[src/rtl/obc_dft_sequencer.sv]
// Bit-serial sequencer for an OBC distributed-arithmetic DFT term: streams MSB-first
// bit-slices of 16 latched samples to an external ROM and Horner-accumulates its sums.
module obc_dft_sequencer #(
    parameter int W  = 16,
    parameter int AW = 32 + W
) (
    input  logic            clk,
    input  logic            rst_n,
    input  logic            start,
    output logic            start_rdy,
    input  logic [16*W-1:0] x_in,
    input  logic [31:0]     offset,
    output logic [15:0]     x_bits,
    output logic            m,
    input  logic [31:0]     romout,
    output logic            busy,
    output logic [AW-1:0]   y,
    output logic            y_valid,
    input  logic            y_ready
);
    localparam int            CW       = (W > 1) ? $clog2(W) : 1;
    localparam logic [CW-1:0] CNT_LAST = CW'(W - 1);

    typedef enum logic [1:0] {
        IDLE = 2'd0,
        RUN  = 2'd1,
        HOLD = 2'd2
    } state_t;

    state_t        state_q, state_d;
    logic [W-1:0]  samp_q [16];
    logic [W-1:0]  samp_d [16];
    logic [31:0]   offset_q, offset_d;
    logic [AW-1:0] acc_q, acc_d;
    logic [AW-1:0] y_q, y_d;
    logic [CW-1:0] cnt_q, cnt_d;

    logic          accept;
    logic          last;
    logic [AW-1:0] horner;

    assign accept = (state_q == IDLE) && start;
    assign last   = (state_q == RUN) && (cnt_q == CNT_LAST);
    assign horner = (acc_q << 1) + {{(AW-32){romout[31]}}, romout};

    // NOTE: sequential state uses non-blocking assignments so every register samples
    // the pre-edge values of its sources, independent of process ordering.
    always_ff @(posedge clk or negedge rst_n) begin
        if (!rst_n) begin
            state_q <= IDLE;
        end else begin
            state_q <= state_d;
        end
    end

    always_comb begin
        state_d = state_q;
        unique case (state_q)
            IDLE:    if (start)   state_d = RUN;
            RUN:     if (last)    state_d = HOLD;
            HOLD:    if (y_ready) state_d = IDLE;
            default:              state_d = IDLE;
        endcase
    end

    always_comb begin
        start_rdy = (state_q == IDLE);
        busy      = (state_q == RUN) || (state_q == HOLD);
        y_valid   = (state_q == HOLD);
        m         = (state_q == RUN) && (cnt_q == '0);
        x_bits    = '0;
        if (state_q == RUN) begin
            for (int i = 0; i < 16; i++) begin
                x_bits[i] = samp_q[i][W-1];
            end
        end
    end

    assign y = y_q;

    // NOTE: every variable gets its hold value first, so no path leaves it unassigned
    // and no latch is inferred.
    always_comb begin
        samp_d   = samp_q;
        offset_d = offset_q;
        acc_d    = acc_q;
        cnt_d    = cnt_q;
        y_d      = y_q;
        if (accept) begin
            for (int i = 0; i < 16; i++) begin
                samp_d[i] = x_in[i*W +: W];
            end
            offset_d = offset;
            acc_d    = '0;
            cnt_d    = '0;
        end else if (state_q == RUN) begin
            for (int i = 0; i < 16; i++) begin
                samp_d[i] = samp_q[i] << 1;
            end
            acc_d = horner;
            cnt_d = cnt_q + CW'(1);
            if (last) begin
                y_d = horner + {{(AW-32){offset_q[31]}}, offset_q};
            end
        end
    end

    // NOTE: the sample registers are small flop arrays, not RAM, so they are cleared on
    // reset like all other state; an aborted frame leaves no residue.
    always_ff @(posedge clk or negedge rst_n) begin
        if (!rst_n) begin
            for (int i = 0; i < 16; i++) begin
                samp_q[i] <= '0;
            end
            offset_q <= '0;
            acc_q    <= '0;
            cnt_q    <= '0;
            y_q      <= '0;
        end else begin
            samp_q   <= samp_d;
            offset_q <= offset_d;
            acc_q    <= acc_d;
            cnt_q    <= cnt_d;
            y_q      <= y_d;
        end
    end

endmodule

[config.mk]
export PLATFORM = sky130hd
export DESIGN_NAME = obc_dft_sequencer
export DESIGN_NICKNAME = d
export VERILOG_FILES = /design/src/rtl/obc_dft_sequencer.sv
export SDC_FILE = /design/constraint.sdc
export NUM_CORES = 1
export LEC_CHECK = 0
export ABC_CLOCK_PERIOD_IN_PS = 4400
export CORE_UTILIZATION = 35
export DETAILED_ROUTE_END_ITERATION = 7
export HOLD_SLACK_MARGIN = 0.03
export SYNTH_ARGS = -nofsm -noshare
export SYNTH_HDL_FRONTEND = slang
export SYNTH_SLANG_ARGS = --single-unit
[constraint.sdc]
create_clock -name clk -period 4.4 [get_ports clk]
set_input_delay 0.88 -clock clk [delete_from_list [all_inputs] [get_ports clk]]
set_output_delay 0.88 -clock clk [all_outputs]
set_load 0.05 [all_outputs]
==> insert_results.sql <==
INSERT INTO impl_metrics (metric_group, metric, value, unit) VALUES
('synth', 'yosys_register_bits', '389', ''),
('detailed_routing', 'drt_first_pass_iters', '5', ''),
('worst_setup_path', 'endpoint_kind', 'register', ''),
('worst_setup_path', 'critical_path.max_stage_delay', '450', 'ps'),
('grt', 'grt_start_max_net_pins', '229', ''),
('clocking', 'worstSkewPairLatency', '610', 'ps'),
('worst_setup_path', 'slowest_stage', 'or4_4', ''),
('placed_design', 'dp.final_hpwl', '48.2', 'mm'),
('synth', 'synthDistinctLibCells', '79', ''),
('clocking', 'clock_tree_from_tritoncts', 'built', ''),
('detailed_routing', 'number_of_routed_nets_with_antenna_violations', '0', ''),
('pwr', 'irDropWorstVdd', '0.398', 'mV'),
('grt', 'global_route_wire_length_before_repair', '106', 'mm'),
('placed_design', 'dpl_cell_area', '0.0292', 'sq mm'),
('synth', 'synth_top_area_share', '44.4', '%'),
('synth', 'yosys.cell_count.top_type', 'nand2_1', ''),
('floorplan', 'start_util', '35.5', '%'),
('floorplan', 'io-pin-count', '392', ''),
('synth', 'count_of_flip_flops_with_a_built_in_enable_after_synthesis', '0', ''),
('worst_setup_path', 'cp_data_arrival_time', '5130', 'ps'),
('timing', 'timing.final.ws_setup', '-233', 'ps'),
('pwr', 'p_comb_share', '64.6', '%'),
('timing', 'layout_min_cycle_time', '4630', 'ps'),
('floorplan', 'chipWidth', '252', 'um'),
('finish', 'areaGrowthSynthToFinish', '46.5', '%'),
('timing', 'grt_setup_unrepaired', 'true', ''),
('worst_setup_path', 'critical_path.max_fanout', '5', ''),
('grt', 'grt_pass1_vias', '20090', ''),
('placed_design', 'place.gp.congestion', '0.893', ''),
('status', 'run_status', 'finished with violations', ''),
('synth', 'leading_cell_types_by_count_after_synthesis', 'nand2_1 (485), dfrtp_1 (389), o21ai_0 (337)', ''),
('synth', 'post_synth_instance_area', '0.0219', 'sq mm'),
('pwr', 'internal-power', '16.6', 'mW'),
('clocking', 'clockBufferDepth', '3', ''),
('synth', 'syn_avg_cell_area', '9.32', 'sq um'),
('placed_design', 'buffer_ports.inserted', '391', ''),
('detailed_routing', 'detailroute.via_count', '19501', ''),
('timing', 'timing.clock.skew', '36.9', 'ps'),
('clocking', 'htree_levels', '2', ''),
('grt', 'grt_antenna_before_repair', '11', ''),
('status', 'failed_checks', 'setup timing', ''),
('worst_setup_path', 'worst_ep_required_time', '4900', 'ps'),
('worst_setup_path', 'cp-start-kind', 'primary input', ''),
('timing', 'final-max-slew-violation-count', '0', ''),
('synth', 'biggest_area_consumer_among_synthesized_cells', 'dfrtp_1', ''),
('detailed_routing', 'number_of_drc_violations_after_detailed_routing', '0', ''),
('synth', 'async_set_reset_flop_share_out_of_synthesis', '100', '%'),
('worst_setup_path', 'cp_cell_sequence', 'clkdlybuf4s15_1 -> ha_4 -> a21o_1 -> a21oi_2 -> a31oi_4 -> o31ai_2 -> o21ai_1 -> a221o_1 -> a21oi_2 -> xnor2_2 -> ha_1 -> and4_4 -> nand3_2 -> or3_1 -> or4_4 -> o21ai_4 -> nand2b_4 -> a21oi_4 -> a31oi_2 -> xor2_1 -> o21ai_1', ''),
('detailed_routing', 'post_drt_wl_per_cell', '17.1', 'um'),
('timing', 'final.setup.tns', '-1560', 'ps'),
('grt', 'grtUsageTotal', '20.7', '%'),
('pwr', 'power_frac_clock', '13.8', '%'),
('finish', 'final_design_area_no_fill', '0.0321', 'sq mm'),
('detailed_routing', 'detailedRoute.firstIterationViolations', '996', ''),
('finish', 'net_count_reported_at_finish', '3467', ''),
('timing', 'hold_viol', '0', ''),
('synth', 'yosys_most_used_dff', 'dfrtp_1', ''),
('floorplan', 'core', '0.0618', 'sq mm'),
('floorplan', 'die_area', '0.0637', 'sq mm'),
('timing', 'fin_worst_hold_slack', '380', 'ps'),
('timing', 'timing.final.setup_violations', '13', ''),
('floorplan', 'die_y_extent', '252', 'um'),
('clocking', 'cts.sinks', '389', ''),
('synth', 'synth.yosys.seq_area_share', '44.4', '%'),
('worst_setup_path', 'timing_worst_setup_path_type', 'primary input to register', ''),
('finish', 'drive_above_1_share', '20.7', '%'),
('synth', 'netlist_top_cells_area', 'dfrtp_1 (44%), mux2i_1 (13%), nand2_1 (8.3%)', ''),
('detailed_routing', 'wirelength', '66.7', 'mm'),
('floorplan', 'number_of_cell_rows', '91', ''),
('timing', 'clock.fmax', '216', 'MHz'),
('pwr', 'total_leakage_power', '14.9', 'nW');
[cells by family (layout without fill, tap and decap cells)]
| family | after synthesis | after routing | synth area share [%] |
|---|---|---|---|
| other | 0 | 1 | 0 |
| muxes | 282 | 282 | 12.9 |
| AOI/OAI and AO/OA | 598 | 598 | 16.3 |
| and+or+nand+nor | 722 | 722 | 13.9 |
| buffers and inverters | 167 | 886 | 2.92 |
| adders and majority gates | 104 | 104 | 6.00 |
| xor gates and xnor gates | 90 | 90 | 3.60 |
| DFF | 389 | 389 | 44.4 |
[per-stage QoR]
stage	util, %	worst slack (ps)	power (mW)	instances
after CTS	51.2	-158	27.5	3889
after detailed placement	47.2	-1650	22.2	3769
after floorplan	-	-370	15.7	2352
after global routing	51.9	-389	30.3	3909
final	51.9	-233	28.2	3909
after global placement	47.2	-1630	21.8	3769
[critical path, delay by kind of cell]
family,cells,cell delay [ps]
and+or+nand+nor,5,1200
buffers and inverters,1,250
xor gates and xnor gates,2,250
adders and majority gates,2,600
AOI/OAI and AO/OA,11,1960
[metal layers]
metal	part of all wire, %	track usage [%]	up-vias
met1	43	25.9	9308
met4	2.1	5.07	20
met2	48	35.4	460
met5	0.20	0	-
li1	-	-	9597
met3	6.4	5.21	116
[repair_timing]
item,in CTS,in global routing
gates cloned,0,0
resized for setup,166,52
pin swaps,103,77
endpoints found under the setup margin,34,26
buffers inserted,44,20
[power groups by stage]
stage | Clock (mW) | Sequential (mW) | Combinational, mW
global route | 4.12 | 6.29 | 19.8
global placement | 0 | 6.06 | 15.7
floorplan | 0 | 6.00 | 9.66
detailed placement | 0 | 6.12 | 16.0
CTS | 3.99 | 6.10 | 17.4
finish | 3.88 | 6.11 | 18.2
[path summary, 6_finish.rpt]
kind                            from     endpoint  slack [ps]  cells past startpoint
setup / recovery           romout[5]        y[43]        -230                     21
hold / removal                 rst_n        y[18]         380                      1
setup reg to reg            acc_q[0]        y[43]        -170                     24
hold reg to reg                 y[5]         y[5]         470                      2
max in group asynchronous      rst_n  samp_q[168]        2980                      2
min in group clk                y[5]         y[5]         470                      2
[cell type report]
cell class,count,area [sq um]
tap,837,1050
clock inverter,14,224
fill,5511,29700
sequential,389,9730
clock buffer,64,1310
antenna,1,2.50
timing repair buffer,778,7000
inverter,30,113
multi-input combinational,1796,12700
[cells in the final DEF, fill, tap and decap left out, types with 17 or more instances in the layout]
master / Yosys / final
clkbuf_16: 0 / 44
o21bai_1: 18 / 17
nor2_1: 95 / 89
inv_1: 29 / 27
o21ai_0: 337 / 314
o21ai_1: 8 / 18
a21o_1: 58 / 58
nand4_1: 18 / 18
mux2i_1: 281 / 281
buf_4: 2 / 365
nand2_1: 485 / 482
ha_4: 0 / 26
ha_1: 102 / 76
a21oi_2: 2 / 23
xnor2_1: 46 / 33
nand3_1: 23 / 20
and2_1: 23 / 20
clkdlybuf4s50_1: 0 / 363
a21oi_1: 85 / 59
xor2_1: 44 / 38
dfrtp_1: 389 / 389
[sequential cells by signal (all words and copies together), names as in the netlist]
name / count
acc_q: 47
cnt_q: 4
samp_q: 256
state_q: 2
y: 48
offset_q: 32
Power figures use the tool's default switching activity.
